[src/rtl/als_level_meter.sv]
`default_nettype none
// ============================================================================
// Module   : als_level_meter
// Brief    : Samples the Pmod ALS frame on a periodic tick, box-averages the
//            ADC code, quantises it to a 0..10 bar level with drop hysteresis
//            and tracks a decaying peak marker for the LED bar.
// Revision : 1.0 - initial release
// ============================================================================
module als_level_meter #(
    parameter int SAMPLE_PERIOD     = 500000,
    parameter int AVG_LOG2          = 3,
    parameter int HYST              = 2,
    parameter int PEAK_HOLD_SAMPLES = 100
) (
    input  logic        clock,
    input  logic        reset,
    input  logic [15:0] value,
    output logic [7:0]  light,
    output logic        light_valid,
    output logic [3:0]  level,
    output logic [3:0]  peak,
    output logic [9:0]  leds
);

    localparam int c_DEPTH  = 1 << AVG_LOG2;
    localparam int c_SUM_W  = 8 + AVG_LOG2;
    localparam int c_CNT_W  = $clog2(SAMPLE_PERIOD);
    localparam int c_HOLD_W = $clog2(PEAK_HOLD_SAMPLES + 1);

    localparam logic [c_CNT_W-1:0]  c_CNT_LAST    = c_CNT_W'(SAMPLE_PERIOD - 1);
    localparam logic [c_HOLD_W-1:0] c_HOLD_RELOAD = c_HOLD_W'(PEAK_HOLD_SAMPLES);
    localparam logic [8:0]          c_HYST9       = 9'(HYST);

    // Frame bits outside the ADC code are don't-care.
    logic       w_unused_bits;
    assign w_unused_bits = ^{value[15:12], value[3:0]};

    logic [7:0] w_sample;
    assign w_sample = value[11:4];

    // ------------------------------------------------------------------
    // Tick generation
    // ------------------------------------------------------------------
    logic [c_CNT_W-1:0] tick_cnt_q, tick_cnt_d;
    logic               w_tick;

    // Free-running sample-period counter; tick marks its last count.
    always_comb begin
        w_tick     = (tick_cnt_q == c_CNT_LAST);
        tick_cnt_d = w_tick ? '0 : tick_cnt_q + 1'b1;
    end

    // Tick counter register.
    always_ff @(posedge clock) begin
        if (reset) tick_cnt_q <= '0;
        else       tick_cnt_q <= tick_cnt_d;
    end

    // ------------------------------------------------------------------
    // Stage 1: sample window and running sum
    // ------------------------------------------------------------------
    logic [7:0]         buf_q [c_DEPTH];
    logic [c_SUM_W-1:0] sum_q;
    logic               s1_q;

    // Running sum adds the new sample and removes the one ageing out, so the
    // sum always equals the total of the buffer contents and never overflows.
    always_ff @(posedge clock) begin
        if (reset) begin
            for (int i = 0; i < c_DEPTH; i++) buf_q[i] <= '0;
            sum_q <= '0;
            s1_q  <= 1'b0;
        end else begin
            s1_q <= w_tick;
            if (w_tick) begin
                sum_q    <= sum_q + c_SUM_W'(w_sample) - c_SUM_W'(buf_q[c_DEPTH-1]);
                buf_q[0] <= w_sample;
                for (int i = 1; i < c_DEPTH; i++) buf_q[i] <= buf_q[i-1];
            end
        end
    end

    // ------------------------------------------------------------------
    // Stage 2: average
    // ------------------------------------------------------------------
    logic [7:0] light_q;
    logic       light_valid_q;

    // Truncating divide by the window depth; valid pulses for one cycle.
    always_ff @(posedge clock) begin
        if (reset) begin
            light_q       <= '0;
            light_valid_q <= 1'b0;
        end else begin
            light_valid_q <= s1_q;
            if (s1_q) light_q <= sum_q[c_SUM_W-1:AVG_LOG2];
        end
    end

    // ------------------------------------------------------------------
    // Stage 3: bar level, peak marker and LED drive
    // ------------------------------------------------------------------
    logic [3:0]          level_q, level_d;
    logic [3:0]          peak_q,  peak_d;
    logic [c_HOLD_W-1:0] hold_q,  hold_d;
    logic [9:0]          leds_q,  leds_d;
    logic [3:0]          w_raw;
    logic [8:0]          w_level_x25;

    // Quantise: count how many of the 25-code thresholds the average reaches.
    always_comb begin
        w_raw = '0;
        for (int k = 1; k <= 10; k++) begin
            if ({1'b0, light_q} >= 9'(25 * k)) w_raw = w_raw + 4'd1;
        end
    end

    // Level rises immediately but only drops once the average is clearly
    // below the current level's threshold; peak follows the new level.
    always_comb begin
        w_level_x25 = {5'd0, level_q} * 9'd25;
        level_d     = level_q;
        peak_d      = peak_q;
        hold_d      = hold_q;
        leds_d      = '0;

        if (w_raw > level_q) begin
            level_d = w_raw;
        end else if ((w_raw < level_q) && (({1'b0, light_q} + c_HYST9) < w_level_x25)) begin
            level_d = w_raw;
        end

        if (level_d >= peak_q) begin
            peak_d = level_d;
            hold_d = c_HOLD_RELOAD;
        end else if (hold_q != '0) begin
            hold_d = hold_q - 1'b1;
        end else begin
            peak_d = peak_q - 4'd1;
            hold_d = c_HOLD_RELOAD;
        end

        for (int i = 0; i < 10; i++) begin
            leds_d[i] = (4'(i) < level_d) || (4'(i + 1) == peak_d);
        end
    end

    // Display registers update only when a fresh average is presented.
    always_ff @(posedge clock) begin
        if (reset) begin
            level_q <= '0;
            peak_q  <= '0;
            hold_q  <= '0;
            leds_q  <= '0;
        end else if (light_valid_q) begin
            level_q <= level_d;
            peak_q  <= peak_d;
            hold_q  <= hold_d;
            leds_q  <= leds_d;
        end
    end

    assign light       = light_q;
    assign light_valid = light_valid_q;
    assign level       = level_q;
    assign peak        = peak_q;
    assign leds        = leds_q;

endmodule
`default_nettype wire
[config.mk]
export PLATFORM = sky130hd
export DESIGN_NAME = als_level_meter
export DESIGN_NICKNAME = d
export VERILOG_FILES = /design/src/rtl/als_level_meter.sv
export SDC_FILE = /design/constraint.sdc
export NUM_CORES = 1
export LEC_CHECK = 0
export BUFFER_PORTS_ARGS = -buffer_cell sky130_fd_sc_hd__clkbuf_2
export CAP_MARGIN = 20
export CORE_UTILIZATION = 45
export CTS_CLUSTER_SIZE = 16
export DETAILED_ROUTE_END_ITERATION = 8
export GPL_TIMING_DRIVEN = 0
export HOLD_SLACK_MARGIN = 0.05
export SYNTH_ARGS = -nofsm -noshare
export SYNTH_HDL_FRONTEND = slang
export SYNTH_SLANG_ARGS = --single-unit
[constraint.sdc]
create_clock -name clock -period 9.8 [get_ports clock]
set_clock_uncertainty 0.15 [all_clocks]
set_input_delay 2.45 -clock clock [delete_from_list [all_inputs] [get_ports clock]]
set_output_delay 2.45 -clock clock [all_outputs]
set_load 0.005 [all_outputs]
* Yosys cells after proc, flatten, opt, wreduce, memory -nomap -nowiden
Memory sizes are Yosys's and may differ from the RTL's.
Index checks and enable logic that the tools add are counted.
** Storage, ports and cells
- Flip-flop bits (word level) :: 65
- RAM bits :: 64
- Input bits :: 18
- Output and inout bits :: 27
- Word-level logic and storage cells :: 111
- Memories kept :: 1
** Memory list
- buf_q :: depth 8, width 8, rd ports 8, clocked after memory_dff 0, wr ports 8, line 62 : logic [7:0] buf_q [c_DEPTH];
** Operators by class
- $add $sub $neg :: 15
- Multiply operators :: 1
- $lt $le $gt $ge :: 24
- Eq/ne operators :: 11
- Muxes and demuxes :: 29
- Bitwise gates (word level) :: 8
- Reduce and logical (&&, ||, !) cells :: 13
** Operator list (count)
- 2-to-1 mux 8 bit :: 8
- 2-to-1 mux 4 bit :: 13
- greater-or-equal comparator 8 bit, second input constant :: 5
- adder 4 x 1 -> 4 bit, second input constant :: 9
- greater-or-equal comparator 8 x 7 -> 1 bit, second input constant :: 3
- adder 19 x 1 -> 19 bit, second input constant :: 1
- equality test 19 bit, second input constant :: 1
- equality test 3 x 4 -> 1 bit, first input constant :: 4
- less-than comparator 3 x 4 -> 1 bit, first input constant :: 4
- 2-to-1 mux 7 bit :: 2
- equality test 4 bit, first input constant :: 3
- adder 11 x 8 -> 11 bit :: 1
- subtractor 11 x 8 -> 11 bit :: 1
- logical OR 1 bit :: 10
- adder 8 x 2 -> 9 bit, second input constant :: 1
- less-than comparator 9 bit :: 1
- multiplier 4 x 5 -> 9 bit, second input constant :: 1
- equality test 2 x 4 -> 1 bit, first input constant :: 2
- greater-or-equal comparator 8 x 5 -> 1 bit, second input constant :: 1
- greater-or-equal comparator 8 x 6 -> 1 bit, second input constant :: 1
- less-than comparator 1 x 4 -> 1 bit, first input constant :: 2
- less-than comparator 2 x 4 -> 1 bit, first input constant :: 2
- less-than comparator 4 bit, first input constant :: 2
- OR 1 bit :: 8
- other kinds (10) :: 15

* Depth between registers and ports, before layout
Gate-level depths: netlist of the first run.
- Word-level depth :: 28
- Depth in mapped cells :: 45
- Depth with buffers taken out :: 43

* Least setup slack after synthesis of the first run
OpenSTA, ideal clock, no wires.
- Path type :: reg2reg
- Start point :: reg light_q[7] (netlist: light[7])
- End point :: reg leds_q[0] (netlist: leds[0])
- Setup time :: 74 ps
- Arrival time :: 8479 ps
- Data required time :: 9576 ps
- Path slack :: 1097 ps
- Stages on the path, launching flop included :: 44
- Buffers on the path :: 3
- Period minus slack after synthesis :: 8703 ps
- Cell sequence :: dfxtp_1 -> clkbuf_1 -> buf_2 -> nor3_1 -> o21a_1 -> ha_1 -> xnor2_1 -> ha_1 -> o22a_1 -> ha_1 -> nor2b_1 -> a211o_1 -> xnor2_1 -> nand2_1 -> nand2_1 -> ha_1 -> a22o_1 -> a21o_1 -> [8 not listed] -> xor2_2 -> ha_1 -> a21oi_1 -> o211ai_1 -> nand2_1 -> clkbuf_1 -> mux2_2 -> inv_1 -> ha_1 -> nand2b_1 -> a21o_1 -> a21o_1 -> a21oi_1 -> o21ai_0 -> a21boi_0 -> a211oi_1 -> nand2_1 -> a31oi_1
** Between the ends
- Cells in the longest elaborated chain, start to end :: 28
- Elaborated cells between the ends (all ways) :: 41
- Classes of those cells :: add/sub: 10; order compare: 15; eq/ne: 1; mux: 13; reduce/logical: 2
** RTL lines
- start: declaration :: line 86 : logic [7:0] light_q;
- start signal: assignment :: line 96 : if (s1_q) light_q <= sum_q[c_SUM_W-1:AVG_LOG2];
- greater-or-equal comparator 8 x 5 -> 1 bit :: line 114 : if ({1'b0, light_q} >= 9'(25 * k)) w_raw = w_raw + 4'd1;
- 2-to-1 mux 1 bit :: line 114
- adder 4 x 1 -> 4 bit :: line 114
- 2-to-1 mux 4 bit :: line 114
- adder 4 x 1 -> 4 bit :: line 114
- 2-to-1 mux 4 bit :: line 114
- adder 4 x 1 -> 4 bit :: line 114
- 2-to-1 mux 4 bit :: line 114
- [12 not listed]
- less-than comparator 4 bit :: line 129 : end else if ((w_raw < level_q) && (({1'b0, light_q} + c_HYST9) < w_level_x25)) begin
- logical AND 1 bit :: line 129
- 2-to-1 mux 4 bit :: line 129
- 2-to-1 mux 4 bit * :: line 127 : if (w_raw > level_q) begin
- greater-or-equal comparator 4 bit :: line 133 : if (level_d >= peak_q) begin
- 2-to-1 mux 4 bit :: line 133
- equality test 1 x 4 -> 1 bit :: line 144 : leds_d[i] = (4'(i) < level_d) || (4'(i + 1) == peak_d);
- logical OR 1 bit * :: line 144
- end signal: assignment :: line 159 : leds_q <= leds_d;
- end: declaration :: line 106 : logic [9:0] leds_q, leds_d;
Mark *: on every way between the ends. The rest lies on a longest branch, timed or not.
A chain may end at the register's enable or synchronous reset.

* Worst setup path after layout of the first run
- Start point :: reg light_q[5] (netlist: light[5])
- End point :: reg leds_q[5] (netlist: leds[5])
** Between the ends
- Cells in the longest elaborated chain, start to end :: 28
- Elaborated cells between the ends (all ways) :: 41
- Classes of those cells :: add/sub: 10; order compare: 15; eq/ne: 1; mux: 13; reduce/logical: 2
** RTL lines (line)
- greater-or-equal comparator 8 x 5 -> 1 bit :: 114
- 2-to-1 mux 1 bit :: 114
- adder 4 x 1 -> 4 bit :: 114
- 2-to-1 mux 4 bit :: 114
- adder 4 x 1 -> 4 bit :: 114
- 2-to-1 mux 4 bit :: 114
- adder 4 x 1 -> 4 bit :: 114
- 2-to-1 mux 4 bit :: 114
- [12 not listed]
- less-than comparator 4 bit :: 129
- logical AND 1 bit :: 129
- 2-to-1 mux 4 bit :: 129
- 2-to-1 mux 4 bit * :: 127
- greater-or-equal comparator 4 bit :: 133
- 2-to-1 mux 4 bit :: 133
- equality test 3 x 4 -> 1 bit :: 144
- logical OR 1 bit * :: 144
Marked as above.

==> results of run 1 <==
==> path summary, 6_finish.rpt <==
| check | cells after the start | to | slack (ps) |
|---|---|---|---|
| hold reg to reg | 1 | tick_cnt_q[0] | 310 |
| setup / recovery | 42 | leds[5] | 700 |
| hold / removal | 1 | tick_cnt_q[0] | 310 |
| setup reg to reg | 42 | leds[5] | 700 |
==> final cells by class <==
cell class | instances | area share
multi-input cells | 557 | 0.461
flip-flops and latches | 129 | 0.368
clock buffers | 19 | 0.0494
inverters | 78 | 0.0334
well taps | 220 | 0.0314
repair buffers | 42 | 0.0280
plain buffers | 31 | 0.0173
clock inverters | 13 | 0.0121
==> what timing repair did <==
item                       in CTS  in global routing
buffers inserted                0                  5
setup endpoints to repair      10                 15
gates resized for setup         3                  7
pin swaps                       0                  4
==> power groups by stage <==
stage / clock [mW] / combinational [mW] / sequential (mW)
2_1_floorplan: 0 / 0.0385 / 0.591
3_3_place_gp: 0 / 0.0511 / 0.592
3_5_place_dp: 0 / 0.0547 / 0.591
4_1_cts: 0.581 / 0.0549 / 0.580
5_1_grt: 0.608 / 0.0625 / 0.581
6_report: 0.566 / 0.0540 / 0.580
==> layer usage <==
metal | up-vias | share of wire | track usage
met2 | 106 | 0.48 | 0.329
li1 | 2882 | - | -
met1 | 2782 | 0.47 | 0.256
met5 | - | 0 | 0
met4 | 0 | 0.011 | 0.0619
met3 | 18 | 0.040 | 0.0383
==> cell families after synthesis <==
| kind of cell | after synthesis |
|---|---|
| AOI/OAI and AO/OA | 135 |
| xor gates and xnor gates | 57 |
| adders and majority gates | 60 |
| buffers and inverters | 111 |
| DFF | 129 |
| muxes | 21 |
| and+or+nand+nor | 284 |
==> registers in the layout (all words and copies together), names as in the netlist <==
signal	count
peak	4
light_valid	1
leds	10
tick_cnt_q	19
s1_q	1
buf_q	64
level	4
light	8
sum_q	11
hold_q	7
==> cell usage in the layout (no fill, tap or decap), types with 11 or more instances in the layout <==
cell / netlist / final
nor2_1: 80 / 80
nand2_1: 49 / 48
inv_1: 78 / 78
clkbuf_2: 0 / 36
and2_1: 49 / 49
nand3_1: 14 / 14
xnor2_1: 34 / 34
xor2_1: 18 / 18
a21o_1: 11 / 11
edfxtp_1: 64 / 64
a21oi_1: 34 / 33
clkbuf_1: 24 / 22
clkbuf_16: 0 / 17
ha_1: 51 / 51
nor3_1: 20 / 19
nor2b_1: 29 / 29
o21ai_0: 17 / 17
dfxtp_1: 65 / 64
mux2i_1: 16 / 16
==> reports/metrics.yaml, run 1 <==
grt_pass1_wl_um: 27400
diodes: 0
drc: 0
synth_most_common_cell: "nor2_1"
outcome: "complete, no violations"
slew_viol_final: 0
drt_iter0_drc: 442
syn_nets: 875
ctsHoldBuffers: 0
io_buffers: 36
synth_xor_area_frac: 0.0725
overflow: 0
die_w_um: 133
crit_path_frequent_cell: "ha_1"
worst_slack_ps: 700
power_frac_comb: 0.045
multi_input_area_mm2: 0.00404
worstReg2RegStart: "light[5]"
cts_buffers: 17
syn_area_per_cell_um2: 9.64
yosysTopAreaCellShare: 0.250
htree_num_levels: 4
clock_path_buffers: 2
synth_area_mm2: 0.00768
yosysSeqAreaShare: 0.420
crit_fanout: 10
synth_cells: 797
detail_route.wl_per_cell_um: 14.9
dieArea_mm2: 0.0176
syn2layout_area_growth_pct: 14.2
core-area_mm2: 0.0166
row_count: 47
cpMaxStageDelayCell: "mux2_2"
clock-sinks: 129
drt_first_pass_iters: 5
place_ws_ps: -479
rsz0062_at_grt: "no"
critical_path_buf_inv_count: 4
root_buffer: "clkbuf_16"
total_power_mw: 1.20
synth-simple-area-share: 0.189
final_cells: 1089
layout-drive-gt1-share: 0.125
ys.flop_type: "dfxtp_1"
wl_um: 16200
pwr-share-clk: 0.472
yosys_register_bits: 129
grt_max_degree: 69
postLayoutCoreUtil: 0.527
critPathTopFamily: "compound AO/OA/AOI/OAI gates"
cp_slowest_stage_delay_ps: 420
dpl_cell_area_mm2: 0.00817
internal_power_uw: 923
hold_path_startpoint: "tick_cnt_q[0]"
post-dp-hpwl_um: 12000
synth_compound_area_frac: 0.126
crit_start: "light[5]"
final_area_mm2: 0.00877
dp.cells: 1054
track_usage: 0.196
finalNetCount: 934
p_leak_nw: 3.55
synth_top_family_by_area: "simple AND/OR/NAND/NOR gates"
worstPathArrival_ps: 9270
vdd_drop_max_uv: 145
cts_tree: "done"
setup-tns-final_ps: 0
ys_warn_count: 0
worstSetupPathType: "reg -> reg"
end_kind: "flip-flop"
slew_headroom: 0.333
pin_count: 45
ys_async_sr_fraction: 0
hp-class: "reg -> reg"
start_util: 0.461
max_cap_violations: 0
drtAntennaViolNets: 0
fillCellCount: 1496
via_per_inst: 5.31
swShare: 0.230
vias: 5788
crit_required_ps: 9970
pwr-share-seq: 0.483
period_share: 0.929
max_freq_mhz: 110
path_clk_slew_ps: 60
hold_viol: 0
gp_congestion: 0.877
p_sw_uw: 276
hold_slack_ps: 313
antenna_found_initial: 0
seq_area_mm2: 0.00322
die_height_um: 133
synth_edf_count: 64
grt_pass1_vias: 5649
setup_viol: 0
netlist_top_cells_count: "nor2_1, inv_1, dfxtp_1"
worst_pin_slew_ps: 988
powerDensity_mw_per_mm2: 137
worstSkewPairLatency_ps: 420
yosys.area_share.adder: 0.107
cp-start-kind: "flip-flop"
synthMuxAreaShare: 0.0285
yosys.area.top_type: "edfxtp_1"
synth_cell_types: 72
synthTopCellsByArea: "edfxtp_1, dfxtp_1, ha_1, and2_1, nor2_1"
fin_crit_ps: 9100
Note: power is estimated with default switching activity, not from simulation.
==> inputs of run 2 (changes only) <==
==> constraint.sdc (replaced) <==
create_clock -name clock -period 10.15 [get_ports clock]
set_clock_uncertainty 0.15 [all_clocks]
set_input_delay 2.5375 -clock clock [delete_from_list [all_inputs] [get_ports clock]]
set_output_delay 2.5375 -clock clock [all_outputs]
set_load 0.005 [all_outputs]
==> reports/metrics.yaml, run 2 (synthesized netlist as in run 1, its figures left out) <==
critical_path_buf_inv_count: 5
max_freq_mhz: 106
max_cap_violations: 0
worstPathArrival_ps: 9600
die_w_um: 133
drt_iter0_drc: 317
wl_um: 16200
end_kind: "flip-flop"
cts_tree: "done"
place_ws_ps: -129
crit_start: "light[3]"
setup-tns-final_ps: 0
clock_path_buffers: 2
final_common_cell: "nor2_1"
drc: 0
root_buffer: "clkbuf_16"
syn2layout_area_growth_pct: 13.8
start_util: 0.461
final_cell_mix: "nor2_1, inv_1, dfxtp_1, edfxtp_1, ha_1"
track_usage: 0.196
antenna_found_initial: 0
core-area_mm2: 0.0166
finalNetCount: 932
crit_fanout: 10
layout-drive-gt1-share: 0.119
powerDensity_mw_per_mm2: 133
detail_route.wl_per_cell_um: 14.9
gp_congestion: 0.877
worstSkewPairLatency_ps: 420
dpl_cell_area_mm2: 0.00817
cp-start-kind: "flip-flop"
outcome: "complete, no violations"
critPathTopFamily: "compound AO/OA/AOI/OAI gates"
r2r_cells: 44
diodes: 0
grt_pass1_vias: 5653
fin_crit_ps: 9420
regMostFlops: "buf_q"
htree_num_levels: 4
grt_pass1_wl_um: 27400
p_leak_nw: 3.53
dieArea_mm2: 0.0176
hold_slack_ps: 313
path_clk_slew_ps: 50
rsz0062_at_grt: "no"
post-dp-hpwl_um: 12000
worst_pin_slew_ps: 984
cts_buffers: 17
via_per_inst: 5.32
worst-path-stages: 44
cpMaxStageDelayCell: "mux2_2"
crit_path_frequent_cell: "ha_1"
row_count: 47
clock-sinks: 129
grt_max_degree: 69
cp_slowest_stage_delay_ps: 440
period_share: 0.928
io_buffers: 36
reg2reg_slack_ps: 730
endpoint: "leds[2]"
hold_viol: 0
hp-class: "reg -> reg"
drt_first_pass_iters: 5
worstSetupPathType: "reg -> reg"
final_area_mm2: 0.00874
reg2reg_to: "leds[2]"
worstReg2RegStart: "light[3]"
worst_slack_ps: 733
slew_viol_final: 0
reg.largest.list: "buf_q: 64 flops, tick_cnt_q: 19 flops, sum_q: 11 flops"
slew_headroom: 0.336
largest_register_ffs: 64
pin_count: 45
overflow: 0
drtAntennaViolNets: 0
vdd_drop_max_uv: 140
setup_viol: 0
crit_required_ps: 10330
die_height_um: 133
vias: 5783
-- run 2: cell types whose count changed in the layout (fill, tap and decap cells not counted), sizes merged --
cell / before / now
clkbuf: 77 / 79
buf: 15 / 11
-- run 2: metal layers --
| layer | share of wire | vias up | global-route usage |
|---|---|---|---|
| li1 | - | 2876 | - |
| met5 | 0 | - | 0 |
| met2 | 0.48 | 111 | 0.329 |
| met3 | 0.038 | 20 | 0.0383 |
| met1 | 0.47 | 2776 | 0.255 |
| met4 | 0.012 | 0 | 0.0619 |
-- run 2: per-stage QoR --
step / utilization / cells / power (mW)
after floorplan: - / 797 / 0.608
after global placement: 0.489 / 1053 / 0.621
after detailed placement: 0.491 / 1054 / 0.624
after CTS: 0.523 / 1086 / 1.17
after global routing: 0.525 / 1087 / 1.21
final: 0.525 / 1087 / 1.16
-- run 2: worst min-delay path by stage --
stage | cells after the start | slack, ps | startpoint | end
after floorplan | 1 | 280 | tick_cnt_q[0] | tick_cnt_q[0]
after global placement | 1 | 290 | tick_cnt_q[0] | tick_cnt_q[0]
after detailed placement | 1 | 300 | tick_cnt_q[0] | tick_cnt_q[0]
after CTS | 1 | 310 | tick_cnt_q[0] | tick_cnt_q[0]
after global routing | 1 | 340 | tick_cnt_q[0] | tick_cnt_q[0]
final | 1 | 310 | tick_cnt_q[0] | tick_cnt_q[0]
-- run 2: what timing repair did --
| item | 4_1_cts | 5_1_grt |
|---|---|---|
| pin swaps | 0 | 1 |
| resized for setup | 1 | 7 |
| gates cloned | 0 | 0 |
| setup endpoints to repair | 3 | 14 |
| hold buffers | 0 | 0 |
| setup buffers | 0 | 1 |
-- run 2: where the power goes --
group          switching [mW]  internal (mW)  total [mW]  leakage (nW)
sequential            0.00331          0.557       0.560          1.18
combinational          0.0322         0.0199      0.0521          2.10
clock                   0.231          0.315       0.546         0.248
-- run 2: cell type report --
cell class              count  area (µm²)
multi-input cells         557        4030
repair buffers             38         215
inverters                  78         293
well taps                 220         275
clock buffers              19         433
fillers                  1502        7910
plain buffers              33         158
flip-flops and latches    129        3220
clock inverters            13         106
==> inputs of run 3 (changes only) <==
--- a/config.mk
+++ b/config.mk
@@ -8,10 +8,12 @@
 export BUFFER_PORTS_ARGS = -buffer_cell sky130_fd_sc_hd__clkbuf_2
 export CAP_MARGIN = 20
 export CORE_UTILIZATION = 45
+export CTS_BUF_LIST = sky130_fd_sc_hd__clkbuf_8
 export CTS_CLUSTER_SIZE = 16
 export DETAILED_ROUTE_END_ITERATION = 8
 export GPL_TIMING_DRIVEN = 0
 export HOLD_SLACK_MARGIN = 0.05
+export PLACE_DENSITY_LB_ADDON = 0.1
 export SYNTH_ARGS = -nofsm -noshare
 export SYNTH_HDL_FRONTEND = slang
 export SYNTH_SLANG_ARGS = --single-unit
==> constraint.sdc (replaced) <==
create_clock -name clock -period 10.15 [get_ports clock]
set_clock_uncertainty 0.15 [all_clocks]
set_input_delay 1.5225 -clock clock [delete_from_list [all_inputs] [get_ports clock]]
set_output_delay 1.5225 -clock clock [all_outputs]
set_load 0.005 [all_outputs]
==> reports/metrics.yaml, run 3 (synthesized netlist as in run 1, its figures left out) <==
cp-start-kind: "flip-flop"
dieArea_mm2: 0.0176
htree_num_levels: 4
final_cell_mix: "inv_1, nor2_1, dfxtp_1, edfxtp_1, ha_1"
period_share: 0.931
max_cap_violations: 0
layout-drive-gt1-share: 0.115
cpMaxStageDelayCell: "mux2_2"
total_power_mw: 1.10
dp.cells: 1054
end_kind: "flip-flop"
finalNetCount: 932
wl_um: 16500
grt_pass1_wl_um: 27400
vias: 5750
cts_tree: "done"
p_leak_nw: 3.51
final_cells: 1087
antenna_found_initial: 0
grt_max_degree: 65
ctsHoldBuffers: 0
cts_buffers: 17
crit_start: "light[5]"
drc: 0
vdd_drop_max_uv: 101
worstPathArrival_ps: 9650
io_buffers: 36
endpoint: "leds[5]"
grt_pass1_vias: 5511
drt_iter0_drc: 340
rsz0062_at_grt: "no"
overflow: 0
die_w_um: 133
worstSkewPairLatency_ps: 440
crit_path_frequent_cell: "ha_1"
hold_viol: 0
row_count: 47
drt_first_pass_iters: 5
crit_required_ps: 10350
slew_viol_final: 0
die_height_um: 133
pin_count: 45
start_util: 0.461
hp-class: "reg -> reg"
reg2reg_to: "leds[5]"
reg2reg_slack_ps: 700
crit_fanout: 10
clock_path_buffers: 2
reg.largest.list: "buf_q: 64 flops, tick_cnt_q: 19 flops, sum_q: 11 flops"
syn2layout_area_growth_pct: 12.4
regMostFlops: "buf_q"
core-area_mm2: 0.0166
max_freq_mhz: 106
largest_register_ffs: 64
hold_slack_ps: 313
drtAntennaViolNets: 0
diodes: 0
worstSetupPathType: "reg -> reg"
post-dp-hpwl_um: 12300
via_per_inst: 5.29
worst_pin_slew_ps: 995
outcome: "complete, no violations"
cp_slowest_stage_delay_ps: 450
r2r_cells: 44
track_usage: 0.197
final_common_cell: "inv_1"
powerDensity_mw_per_mm2: 127
fin_crit_ps: 9450
worstReg2RegStart: "light[5]"
detail_route.wl_per_cell_um: 15.2
gp_congestion: 0.836
clock-sinks: 129
slew_headroom: 0.328
setup_viol: 0
root_buffer: "clkbuf_8"
path_clk_slew_ps: 70
==> run 3: through the flow <==
step | setup TNS [ps] | util | area (µm²) | setup WS, ps
2_1_floorplan | 0 | - | 7680 | 1450
4_1_cts | 0 | 0.517 | 8600 | 65.8
3_3_place_gp | 0 | 0.489 | 8140 | 52.5
6_report | 0 | 0.519 | 8630 | 703
3_5_place_dp | -432 | 0.491 | 8170 | -148
5_1_grt | 0 | 0.519 | 8630 | 57.5
==> run 3: worst max-delay path: cells and delay by family, from the launching register on <==
family	cells	cell delay [ps]
AOI/OAI and AO/OA	17	3660
xor gates and xnor gates	3	510
adders and majority gates	7	2040
buffers and inverters	5	990
DFF	1	350
muxes	2	540
and+or+nand+nor	10	1080
==> run 3: layout make-up <==
| cell class | count | area (µm²) |
|---|---|---|
| inverter | 78 | 293 |
| tap | 220 | 275 |
| sequential | 129 | 3220 |
| clock inverter | 15 | 200 |
| timing repair buffer | 38 | 215 |
| buffer | 33 | 158 |
| clock buffer | 17 | 234 |
| multi-input combinational | 557 | 4030 |
| fill | 1594 | 8010 |
==> run 3: layer usage <==
metal	track usage	vias to the layer above	part of all wire
li1	-	2870	-
met1	0.259	2770	0.48
met2	0.324	86	0.48
met3	0.0406	24	0.029
met4	0.0639	0	0.016
met5	0	-	0
==> run 3: power by group <==
group | internal, mW | switching, mW | leakage (nW) | total (mW)
clock network | 0.287 | 0.200 | 0.228 | 0.487
registers | 0.556 | 0.00327 | 1.18 | 0.559
logic | 0.0197 | 0.0320 | 2.10 | 0.0518
==> run 3: repair_timing <==
| action | CTS | global route |
|---|---|---|
| buffers inserted | 0 | 1 |
| gates resized for setup | 1 | 7 |
| endpoints found under the setup margin | 5 | 14 |
| pin swaps | 0 | 1 |
==> run 3: worst min path at each step <==
stage                             start             to  depth (start not counted)
after floorplan           tick_cnt_q[0]  tick_cnt_q[0]                          1
after global placement    tick_cnt_q[0]  tick_cnt_q[0]                          1
after detailed placement  tick_cnt_q[0]  tick_cnt_q[0]                          1
after CTS                 tick_cnt_q[0]  tick_cnt_q[0]                          1
after global routing      tick_cnt_q[0]  tick_cnt_q[0]                          1
final                     tick_cnt_q[0]  tick_cnt_q[0]                          1
